--- config.mk ---
export PLATFORM = sky130hd
export DESIGN_NAME = control_sequencer
export DESIGN_NICKNAME = d
export VERILOG_FILES = /design/src/rtl/cpu_pkg.sv /design/src/rtl/microcode_rom.sv /design/src/rtl/control_sequencer.sv
export SDC_FILE = /design/constraint.sdc
export NUM_CORES = 1
export LEC_CHECK = 0
export CAP_MARGIN = 30
export CORE_MARGIN = 5
export CORE_UTILIZATION = 42
export CTS_CLUSTER_DIAMETER = 150
export DETAILED_ROUTE_END_ITERATION = 12
export GPL_TIMING_DRIVEN = 0
export PLACE_DENSITY = 0.83
export SLEW_MARGIN = 25
export SYNTH_ARGS = -nofsm -noshare
export SYNTH_HDL_FRONTEND = slang
export SYNTH_SLANG_ARGS = --single-unit
export TNS_END_PERCENT = 50
--- constraint.sdc ---
create_clock -name clk -period 4.5 [get_ports clk]
set_input_delay 1.125 -clock clk [delete_from_list [all_inputs] [get_ports clk]]
set_output_delay 1.125 -clock clk [all_outputs]
set_load 0.01 [all_outputs]
--- src/rtl/cpu_pkg.sv ---
// Shared constants for the control sequencer: opcodes, control-word bit indices,
// named microcode words and the T-state counter width.
package cpu_pkg;

   localparam int unsigned STEP_W = 3;
   localparam int unsigned CTRL_W = 16;
   localparam int unsigned OP_W   = 4;

   localparam logic [OP_W-1:0] OP_NOP = 4'd0;
   localparam logic [OP_W-1:0] OP_LDA = 4'd1;
   localparam logic [OP_W-1:0] OP_ADD = 4'd2;
   localparam logic [OP_W-1:0] OP_SUB = 4'd3;
   localparam logic [OP_W-1:0] OP_STA = 4'd4;
   localparam logic [OP_W-1:0] OP_LDI = 4'd5;
   localparam logic [OP_W-1:0] OP_JMP = 4'd6;
   localparam logic [OP_W-1:0] OP_JC  = 4'd7;
   localparam logic [OP_W-1:0] OP_JZ  = 4'd8;
   localparam logic [OP_W-1:0] OP_OUT = 4'd14;
   localparam logic [OP_W-1:0] OP_HLT = 4'd15;

   localparam int unsigned HLT_BIT = 15;
   localparam int unsigned MI_BIT  = 14;
   localparam int unsigned RI_BIT  = 13;
   localparam int unsigned RO_BIT  = 12;
   localparam int unsigned IO_BIT  = 11;
   localparam int unsigned II_BIT  = 10;
   localparam int unsigned AI_BIT  = 9;
   localparam int unsigned AO_BIT  = 8;
   localparam int unsigned EO_BIT  = 7;
   localparam int unsigned SU_BIT  = 6;
   localparam int unsigned BI_BIT  = 5;
   localparam int unsigned OI_BIT  = 4;
   localparam int unsigned CE_BIT  = 3;
   localparam int unsigned CO_BIT  = 2;
   localparam int unsigned J_BIT   = 1;
   localparam int unsigned FI_BIT  = 0;

   localparam logic [CTRL_W-1:0] C_HLT = CTRL_W'(1) << HLT_BIT;
   localparam logic [CTRL_W-1:0] C_MI  = CTRL_W'(1) << MI_BIT;
   localparam logic [CTRL_W-1:0] C_RI  = CTRL_W'(1) << RI_BIT;
   localparam logic [CTRL_W-1:0] C_RO  = CTRL_W'(1) << RO_BIT;
   localparam logic [CTRL_W-1:0] C_IO  = CTRL_W'(1) << IO_BIT;
   localparam logic [CTRL_W-1:0] C_II  = CTRL_W'(1) << II_BIT;
   localparam logic [CTRL_W-1:0] C_AI  = CTRL_W'(1) << AI_BIT;
   localparam logic [CTRL_W-1:0] C_AO  = CTRL_W'(1) << AO_BIT;
   localparam logic [CTRL_W-1:0] C_EO  = CTRL_W'(1) << EO_BIT;
   localparam logic [CTRL_W-1:0] C_SU  = CTRL_W'(1) << SU_BIT;
   localparam logic [CTRL_W-1:0] C_BI  = CTRL_W'(1) << BI_BIT;
   localparam logic [CTRL_W-1:0] C_OI  = CTRL_W'(1) << OI_BIT;
   localparam logic [CTRL_W-1:0] C_CE  = CTRL_W'(1) << CE_BIT;
   localparam logic [CTRL_W-1:0] C_CO  = CTRL_W'(1) << CO_BIT;
   localparam logic [CTRL_W-1:0] C_J   = CTRL_W'(1) << J_BIT;
   localparam logic [CTRL_W-1:0] C_FI  = CTRL_W'(1) << FI_BIT;

   localparam logic [CTRL_W-1:0] FETCH0    = C_CO | C_MI;
   localparam logic [CTRL_W-1:0] FETCH1    = C_RO | C_II | C_CE;
   localparam logic [CTRL_W-1:0] ADDR_LOAD = C_IO | C_MI;
   localparam logic [CTRL_W-1:0] RAM_TO_A  = C_RO | C_AI;
   localparam logic [CTRL_W-1:0] RAM_TO_B  = C_RO | C_BI;
   localparam logic [CTRL_W-1:0] ALU_ADD   = C_EO | C_AI | C_FI;
   localparam logic [CTRL_W-1:0] ALU_SUB   = C_EO | C_AI | C_FI | C_SU;
   localparam logic [CTRL_W-1:0] A_TO_RAM  = C_AO | C_RI;
   localparam logic [CTRL_W-1:0] IMM_TO_A  = C_IO | C_AI;
   localparam logic [CTRL_W-1:0] JUMP      = C_IO | C_J;
   localparam logic [CTRL_W-1:0] A_TO_OUT  = C_AO | C_OI;
   localparam logic [CTRL_W-1:0] HALT      = C_HLT;
   localparam logic [CTRL_W-1:0] IDLE      = '0;

endpackage

--- src/rtl/microcode_rom.sv ---
// Combinational microcode: (opcode, step, flags) -> control word, plus a flag marking
// the last listed T-state of the current opcode.
module microcode_rom
   import cpu_pkg::*;
#(
   parameter int unsigned OPCODE_W = 4
) (
   input  logic [OPCODE_W-1:0] opcode,
   input  logic [STEP_W-1:0]   step,
   input  logic                carry,
   input  logic                is_zero,
   output logic [CTRL_W-1:0]   ctrl,
   output logic                last_step
);

   logic [STEP_W-1:0] last_idx;

   // Control word lookup; flags only matter in T2
   always_comb begin
      ctrl = IDLE;
      case (step)
         STEP_W'(0): ctrl = FETCH0;
         STEP_W'(1): ctrl = FETCH1;
         STEP_W'(2): begin
            case (opcode)
               OPCODE_W'(OP_LDA), OPCODE_W'(OP_ADD),
               OPCODE_W'(OP_SUB), OPCODE_W'(OP_STA): ctrl = ADDR_LOAD;
               OPCODE_W'(OP_LDI): ctrl = IMM_TO_A;
               OPCODE_W'(OP_JMP): ctrl = JUMP;
               OPCODE_W'(OP_JC):  ctrl = carry   ? JUMP : IDLE;
               OPCODE_W'(OP_JZ):  ctrl = is_zero ? JUMP : IDLE;
               OPCODE_W'(OP_OUT): ctrl = A_TO_OUT;
               OPCODE_W'(OP_HLT): ctrl = HALT;
               default:           ctrl = IDLE;
            endcase
         end
         STEP_W'(3): begin
            case (opcode)
               OPCODE_W'(OP_LDA): ctrl = RAM_TO_A;
               OPCODE_W'(OP_ADD),
               OPCODE_W'(OP_SUB): ctrl = RAM_TO_B;
               OPCODE_W'(OP_STA): ctrl = A_TO_RAM;
               default:           ctrl = IDLE;
            endcase
         end
         STEP_W'(4): begin
            case (opcode)
               OPCODE_W'(OP_ADD): ctrl = ALU_ADD;
               OPCODE_W'(OP_SUB): ctrl = ALU_SUB;
               default:           ctrl = IDLE;
            endcase
         end
         default: ctrl = IDLE;
      endcase
   end

   // Last meaningful T-state per opcode, used for early return to fetch
   always_comb begin
      last_idx = STEP_W'(2);
      case (opcode)
         OPCODE_W'(OP_LDA), OPCODE_W'(OP_STA): last_idx = STEP_W'(3);
         OPCODE_W'(OP_ADD), OPCODE_W'(OP_SUB): last_idx = STEP_W'(4);
         default:                              last_idx = STEP_W'(2);
      endcase
      last_step = (step == last_idx);
   end

endmodule

--- src/rtl/control_sequencer.sv ---
// T-state sequencer for the 8-bit CPU: step counter, halt latch and microcode lookup.
// Optional macro CTRL_SHORT_CYCLE_EN returns to fetch after each opcode's last step.
module control_sequencer
   import cpu_pkg::*;
#(
   parameter int unsigned OPCODE_W  = 4,
   parameter int unsigned NUM_STEPS = 5
) (
   input  logic                clk,
   input  logic                clr,
   input  logic [OPCODE_W-1:0] opcode,
   input  logic                carry,
   input  logic                is_zero,
   output logic [CTRL_W-1:0]   ctrl,
   output logic [STEP_W-1:0]   step,
   output logic                halted
);

   localparam logic [STEP_W-1:0] STEP_MAX = STEP_W'(NUM_STEPS - 1);

   logic [CTRL_W-1:0] rom_ctrl;
   logic              rom_last;
   logic [STEP_W-1:0] step_nxt;
   logic              halt_nxt;
   logic              wrap;

   microcode_rom #(
      .OPCODE_W (OPCODE_W)
   ) u_rom (
      .opcode    (opcode),
      .step      (step),
      .carry     (carry),
      .is_zero   (is_zero),
      .ctrl      (rom_ctrl),
      .last_step (rom_last)
   );

`ifdef CTRL_SHORT_CYCLE_EN
   assign wrap = rom_last || (step == STEP_MAX);
`else
   logic unused_rom_last;
   assign unused_rom_last = rom_last;
   assign wrap = (step == STEP_MAX);
`endif

   // Next step and halt decision
   always_comb begin
      step_nxt = step;
      halt_nxt = halted;
      if (!halted) begin
         step_nxt = wrap ? '0 : step + STEP_W'(1);
         if ((step == STEP_W'(2)) && (opcode == OPCODE_W'(OP_HLT))) begin
            halt_nxt = 1'b1;
         end
      end
   end

   always_ff @(posedge clk or posedge clr) begin
      if (clr) begin
         step   <= '0;
         halted <= 1'b0;
      end else begin
         step   <= step_nxt;
         halted <= halt_nxt;
      end
   end

   // Once halted the bus sees only HLT, regardless of opcode or flags
   assign ctrl = halted ? HALT : rom_ctrl;

endmodule

-- Word-level counts from Yosys, hierarchy flattened
Index checks and enable logic that the tools add are counted.
- mux-type cells: 10
- equal/unequal tests: 14
- reduce and logical (&&, ||, !) cells: 4
- add/subtract/negate cells: 1
- operators by type and width (kind ; count):
    one-hot mux 16 bit (7 select lines) ; 1
    one-hot mux 16 bit (5 select lines) ; 1
    one-hot mux 14 bit (3 select lines) ; 1
    two-way mux 12 bit ; 2
    one-hot mux 10 bit (2 select lines) ; 1
    equality test 4 x 3 -> 1 bit, second input constant ; 4
    two-way mux 16 bit ; 1
    equality test 4 bit, second input constant ; 3
    equality test 4 x 2 -> 1 bit, second input constant ; 2
    equality test 3 x 2 -> 1 bit, second input constant ; 2
    equality test 4 x 1 -> 1 bit, second input constant ; 1
    OR reduction 4 bit ; 1
    adder 3 x 1 -> 3 bit, second input constant ; 1
    equality test 3 x 1 -> 1 bit, second input constant ; 1
    equality test 3 bit, second input constant ; 1
    logical NOT 3 bit ; 1
    two-way mux 3 bit ; 1
    two-way mux 1 bit ; 2
    OR reduction 2 bit ; 1
    logical AND 1 bit ; 1
- logic and storage cells: 31
- input bits: 8
- register bits after elaboration: 4

-- Longest topological paths before layout
Gate-level depths: netlist of the first run.
- depth in word-level cells: 5
- depth in mapped cells: 7
- gate-level depth less buffers: 5

-- Cells and area by module
A second synthesis of the first run with hierarchy kept.
- cells, all modules: 92
- area, all modules: 709.4 µm²
- modules (own cells, without submodules) (module ; area an instance (µm²) ; cells each ; sequential area each (µm²) ; times used):
    microcode_rom ; 372.9 ; 54 ; 0.0 ; 1
    control_sequencer ; 336.6 ; 38 ; 100.1 ; 1

-- Least setup slack after synthesis of the first run
No wires, ideal clock.
- path type: input to output
- start: input opcode[0]
- end: output ctrl[11]
- slack: 1.406 ns
- arrival: 1.969 ns
- stages on the path: 4
- data required time: 3.375 ns
- cell sequence: buf_2 nor3_1 a211o_1 a211oi_1
- cells in the longest elaborated chain, start to end: 5
- RTL lines (element ; RTL line ; text):
    start: declaration ; control_sequencer.sv:11 ; input logic [OPCODE_W-1:0] opcode,
    equality test 4 x 1 -> 1 bit (tied with other cells) ; -- ;
    OR reduction 4 bit ; microcode_rom.sv:25 ; case (opcode)
    one-hot mux 16 bit (7 select lines) (*) ; microcode_rom.sv:25 ;
    one-hot mux 16 bit (5 select lines) (*) ; microcode_rom.sv:21 ; case (step)
    two-way mux 16 bit (*) ; control_sequencer.sv:69 ; assign ctrl = halted ? HALT : rom_ctrl;
    end: declaration ; control_sequencer.sv:14 ; output logic [CTRL_W-1:0] ctrl,
Mark *: on every way between the ends. The rest lies on a longest branch, timed or not.

-- Final worst setup path of the first run
- start: input opcode[2]
- end: output ctrl[7]
- cells in the longest elaborated chain, start to end: 5
- RTL lines (element ; RTL line):
    equality test 4 x 1 -> 1 bit (tied with other cells) ; --
    OR reduction 4 bit ; microcode_rom.sv:25
    one-hot mux 16 bit (7 select lines) ; microcode_rom.sv:25
    one-hot mux 16 bit (5 select lines) (*) ; microcode_rom.sv:21
    two-way mux 16 bit (*) ; control_sequencer.sv:69
Marks and branches as above.

==> results_dict.tcl, run 1 <==
set metrics [dict create \
    tns_ps 0 \
    drt-initial-drc-count 7 \
    r2r_slack_ps 3170 \
    r2r-end "step[2]" \
    startpoint "opcode[2]" \
    io_pins 28 \
    clock_path_buffers 2 \
    reg2reg_depth 5 \
    syn_to_final_growth_pct 52.1 \
    synthDistinctLibCells 32 \
    cts_setup_buffers 0 \
    grt_util_met1_pct 18.1 \
    syn_nets 86 \
    skew_ps 2.89 \
    dieArea_um2 2160 \
    use_met2_pct 25.3 \
    ant_nets 0 \
    die_w_um 46.5 \
    finalNetCount 116 \
    slew_violations 0 \
    root_buffer "clkbuf_4" \
    outcome "completed" \
    ys_warn_count 0 \
    cp_data_required_time_ps 3380 \
    track_usage_pct 15.9 \
    clk_pin_slew_ps 40 \
    p_per_area_nw_per_um2 504 \
    cts_tree "yes" \
    synth_top_area_share_pct 17.9 \
    max-cap-violations 0 \
    dr.pass1.iters 4 \
    cts_hold_buf 0 \
    layout-drive-gt1-share_pct 12.9 \
    r2r-start "step[0]" \
    diodes 0 \
    p_leak_nw 0.347 \
    insertion_delay_ps 240 \
    final_cell_mix "clkdlybuf4s50_1, inv_1, nor2_1" \
    setup.worst_path.start_class "primary input" \
    synth_largest_area_cell "dfrtp_1" \
    synth_compound_area_share_pct 24.6 \
    synthCells 73 \
    crit_end "ctrl[7]" \
    finalCritPeriodShare_pct 90.2 \
    clkSinkCount 4 \
    io_buffers 25 \
    avgRoutedWirePerCell_um 13.3 \
    grt_pass1_wl_um 2410 \
    ys_async_sr_fraction_pct 100 \
    synth_seq_cells 4 \
    synth_edf_count 0 \
    synth_top_family_by_area "simple AND/OR/NAND/NOR gates" \
    multi_input_area_um2 384 \
    synthSimpleGateAreaFrac_pct 30.9 \
    drc 0 \
    ys_seq_area_share_pct 17.9 \
    vdd_drop_max_mv 0.314 \
    synth_adder_area_share_pct 11.2 \
    place_hpwl_um 1180 \
    final.hold.worst_slack_ps 597 \
    core.rowCount 13 \
    post_cts_resized 0 \
    cts_made_buffers 3 \
    gp_congestion 0.794 \
    ys_dominant_reg_cell "dfrtp_1" \
    via_per_inst 5.43 \
    synthMuxAreaShare_pct 2.01 \
    seq_area_um2 100 \
    rsz0062_at_grt "no" \
    hp-class "reg2reg" \
    fmax_mhz 246 \
    route.vias.total 630 \
    hold_violations 0 \
    slew_headroom_pct 76.7 \
    final_common_cell "clkdlybuf4s50_1" \
    synth_area_um2 559 \
    busiest_layer "met2" \
    crit_type "in2out" \
    crit_fanout 10 \
    grt_use_met3_pct 3.91 \
    synthXorXnorAreaFrac_pct 0 \
    first_global_vias 595 \
    grt_max_degree 11 \
    overflow 0 \
    syn_avg_cell_area_um2 7.66 \
    antenna_found_initial 0 \
    core_area_um2 1280 \
    worst_pin_slew_ps 350 \
    h-tree-depth 1 \
    start_util_pct 43.5 \
    synth.area.top_cells "dfrtp_1, ha_1, a21oi_1, nor3_1, buf_4" \
    die_y_um 46.5 \
    fillCellCount 124 \
    crit_arrival_ps 2930 \
    routed_wl_um 1540 \
    endpoint_kind "primary output" \
    post-route-min-period_ps 4060 \
    final-setup-viol-count 0 \
]
-- critical path, stage by stage --
cell             delay (ps)
clkdlybuf4s50_1         490
buf_2                   220
nor2_1                  140
nand4_1                 160
nor2_1                  160
buf_4                   120
clkdlybuf4s50_1         530
-- cell type report --
type | instances | share of cell area, %
Buffer | 8 | 6.18
Clock buffer | 3 | 2.65
Inverter | 6 | 2.65
Multi-Input combinational cell | 55 | 45.1
Sequential cell | 4 | 11.8
Tap cell | 15 | 2.21
Timing Repair Buffer | 25 | 29.4
-- Yosys cell counts, types with 3 or more instances --
cell      instances
inv_1             6
nor2_1            6
a21oi_1           5
ha_1              5
nand2_1           5
nor3_1            5
dfrtp_1           4
buf_2             3
buf_4             3
o21bai_1          3
-- worst min path at each step --
stage / from / to / slack [ps] / cells after the start
after floorplan: step[0] / step[0] / 610 / 1
after global routing: step[1] / step[1] / 640 / 1
after detailed placement: step[1] / step[1] / 580 / 1
after global placement: step[1] / step[1] / 580 / 1
final: step[0] / step[0] / 600 / 1
after CTS: step[1] / step[1] / 600 / 1
-- metrics by stage --
step	instance area, um2	std cells	setup slack [ps]	total power [mW]	util (%)
2_1_floorplan	559	73	1410	0.264	-
3_3_place_gp	828	113	456	0.379	64.5
3_5_place_dp	828	113	451	0.384	64.5
4_1_cts	851	116	434	0.434	66.2
5_1_grt	851	116	318	0.471	66.2
6_report	851	116	441	0.429	66.2
-- routing by layer --
metal  vias up  share of wire [%]
met1       282                 40
met3         6                7.6
li1        319                  -
met2        23                 49
met4         0                3.4
met5         -                  0
-- state kept, by name, summed over array words and instances, names as in the netlist --
register / cells
step: 3
halted: 1
-- logic make-up (layout without fill, tap and decap cells) --
| family | count (synthesis) | in the layout |
|---|---|---|
| buffers and inverters | 14 | 42 |
| AOI/OAI and AO/OA | 19 | 19 |
| muxes | 1 | 1 |
| DFF | 4 | 4 |
| and+or+nand+nor | 30 | 30 |
| adders and majority gates | 5 | 5 |
-- power breakdown --
| group | total (mW) | leakage [nW] | switching [mW] | internal [mW] |
|---|---|---|---|---|
| Clock | 0.0446 | 0.0138 | 0.0148 | 0.0298 |
| Combinational | 0.304 | 0.286 | 0.146 | 0.158 |
| Sequential | 0.0801 | 0.0476 | 0.0244 | 0.0557 |
| Total | 0.429 | 0.347 | 0.185 | 0.244 |
Power figures use the tool's default switching activity.
==> run 2: changes to the inputs <==
--- a/config.mk
+++ b/config.mk
@@ -6,12 +6,14 @@
 export NUM_CORES = 1
 export LEC_CHECK = 0
 export CAP_MARGIN = 30
-export CORE_MARGIN = 5
-export CORE_UTILIZATION = 42
+export CORE_AREA = 5 5 42 44
+export CTS_BUF_LIST = sky130_fd_sc_hd__clkbuf_4 sky130_fd_sc_hd__clkbuf_8
 export CTS_CLUSTER_DIAMETER = 150
 export DETAILED_ROUTE_END_ITERATION = 12
+export DIE_AREA = 0 0 47 49
 export GPL_TIMING_DRIVEN = 0
 export PLACE_DENSITY = 0.83
+export SKIP_LAST_GASP = 1
 export SLEW_MARGIN = 25
 export SYNTH_ARGS = -nofsm -noshare
 export SYNTH_HDL_FRONTEND = slang
==> constraint.sdc (replaced) <==
create_clock -name clk -period 4.5 [get_ports clk]
set_input_delay 1.125 -clock clk [delete_from_list [all_inputs] [get_ports clk]]
set_output_delay 1.125 -clock clk [all_outputs]
set_load 0.1 [all_outputs]
==> results_dict.tcl, run 2 (same netlist as run 1, synthesis figures left out) <==
set metrics [dict create \
    diodes 0 \
    place_hpwl_um 1240 \
    fillCellCount 134 \
    io_buffers 25 \
    cp_top_family "buffers and inverters" \
    crit_type "in2out" \
    dr.pass1.iters 4 \
    h-tree-depth 1 \
    reg.largest.list "step (3), halted (1)" \
    post-route-min-period_ps 4510 \
    final_cell_mix "clkdlybuf4s50_1, inv_1, nor2_1" \
    worst_pin_slew_ps 975 \
    fmax_mhz 222 \
    final_common_cell "clkdlybuf4s50_1" \
    drc 0 \
    core.rowCount 14 \
    die_w_um 47 \
    syn_to_final_growth_pct 57.3 \
    path_cells "clkdlybuf4s50_1, buf_2, o32ai_1, and3_1, clkdlybuf4s50_1" \
    path_buf_inv 3 \
    grt_max_degree 11 \
    avgRoutedWirePerCell_um 13.3 \
    io_pins 28 \
    cts_hold_buf 0 \
    antenna_found_initial 0 \
    cts_made_buffers 3 \
    outcome "complete, but fails checks" \
    final-setup-viol-count 1 \
    route.vias.total 637 \
    insertion_delay_ps 230 \
    finalWorstSetupSlack_ps -5.78 \
    regMostFlops "step" \
    violations "negative setup slack" \
    finish.instance_area_um2 880 \
    crit_fanout 10 \
    slew_headroom_pct 34.8 \
    drt-initial-drc-count 8 \
    crit_top_cell "clkdlybuf4s50_1" \
    overflow 0 \
    max-cap-violations 0 \
    slew_violations 0 \
    track_usage_pct 14.6 \
    dpl_cell_area_um2 850 \
    largest_reg_flops 3 \
    routed_wl_um 1560 \
    cp_data_required_time_ps 3380 \
    start_util_pct 39.9 \
    gp_congestion 0.843 \
    pre_cts_ws_ps -189 \
    root_buffer "clkbuf_4" \
    hold_violations 0 \
    layout-drive-gt1-share_pct 16.8 \
    clk_pin_slew_ps 30 \
    grt_pass1_wl_um 2610 \
    dieArea_um2 2300 \
    via_per_inst 5.44 \
    die_y_um 49 \
    skew_ps 0.975 \
    ant_nets 0 \
    first_global_vias 627 \
    clock_path_buffers 2 \
    setup.worst_path.start_class "primary input" \
    finalNetCount 116 \
    finalCritPeriodShare_pct 100 \
    cts_tree "yes" \
    core_area_um2 1400 \
    crit_arrival_ps 3380 \
    cp_slowest_stage_delay_ps 1130 \
    clkSinkCount 4 \
    rsz0062_at_grt "yes" \
    slowest_stage "clkdlybuf4s50_1" \
    endpoint_kind "primary output" \
    hp-class "reg2reg" \
]
## run 2: changes by cell type in the layout (fill, tap and decap cells not counted)
cell             change
a211oi_2             +1
nor3b_1              -1
a211oi_1             -1
dlymetal6s2s_1       +5
nor3b_2              +1
clkdlybuf4s50_1      -9
dlygate4sd2_1        +4
nor3_1               -2
nor3_2               +2
## run 2: path summary, 6_finish.rpt
kind / end / start / slack (ps) / cells after the start
max: ctrl[8] / opcode[1] / -6 / 5
min: step[0] / step[0] / 600 / 1
max reg2reg: step[2] / step[0] / 3210 / 5
min reg2reg: step[0] / step[0] / 600 / 1
max in group asynchronous: halted / clr / 3290 / 2
min in group asynchronous: step[0] / clr / 1070 / 2
## run 2: worst register-to-register path, cell delays in order, from the launching register on
cell and delay, ps:
dfrtp_1 420, ha_1 220, ha_1 270, a21oi_1 120
nor2_1 60, a21oi_1 130
## run 2: final cells by class
type / count / area (um2) / share of cell area, %
multi-input cells: 55 / 404 / 45.9
well taps: 16 / 20.0 / 2.28
flip-flops and latches: 4 / 100 / 11.4
clock buffers: 3 / 22.5 / 2.56
repair buffers: 25 / 258 / 29.3
plain buffers: 8 / 52.6 / 5.97
inverters: 6 / 22.5 / 2.56
## run 2: timing repair
item	CTS	global route
resized for setup	4	5
endpoints found under the setup margin	8	10
pin swaps	0	0
setup buffers	0	0
## run 2: per-stage QoR
step / util (%) / std cells / TNS, ps / hold WS [ps]
2_1_floorplan: - / 73 / -669 / 891
3_3_place_gp: 60.6 / 114 / -494 / 581
3_5_place_dp: 60.6 / 114 / -785 / 588
4_1_cts: 61.9 / 117 / -232 / 601
5_1_grt: 62.8 / 117 / -270 / 627
6_report: 62.8 / 117 / -5.78 / 596
## run 2: layer usage
metal | wire length [um] | GRT usage [%] | part of all wire (%)
met5 | 0 | 0 | 0
met1 | 621 | 17.5 | 40
met3 | 132 | 0.738 | 8.5
met4 | 0 | 5.99 | 0
met2 | 807 | 25.6 | 52
Power of run 2 is not shown: default switching activity piles up to over one toggle a cycle in this logic, so the estimate is an artifact.
==> run 3: changes to the inputs <==
--- a/config.mk
+++ b/config.mk
@@ -11,6 +11,7 @@
 export CTS_CLUSTER_DIAMETER = 150
 export DETAILED_ROUTE_END_ITERATION = 12
 export DIE_AREA = 0 0 47 49
+export GPL_ROUTABILITY_DRIVEN = 0
 export GPL_TIMING_DRIVEN = 0
 export PLACE_DENSITY = 0.83
 export SKIP_LAST_GASP = 1
==> results of run 3 <==
No change in the layout: final DEF, timing and power equal those of run 2.
Power of run 3 is left out for the same reason.
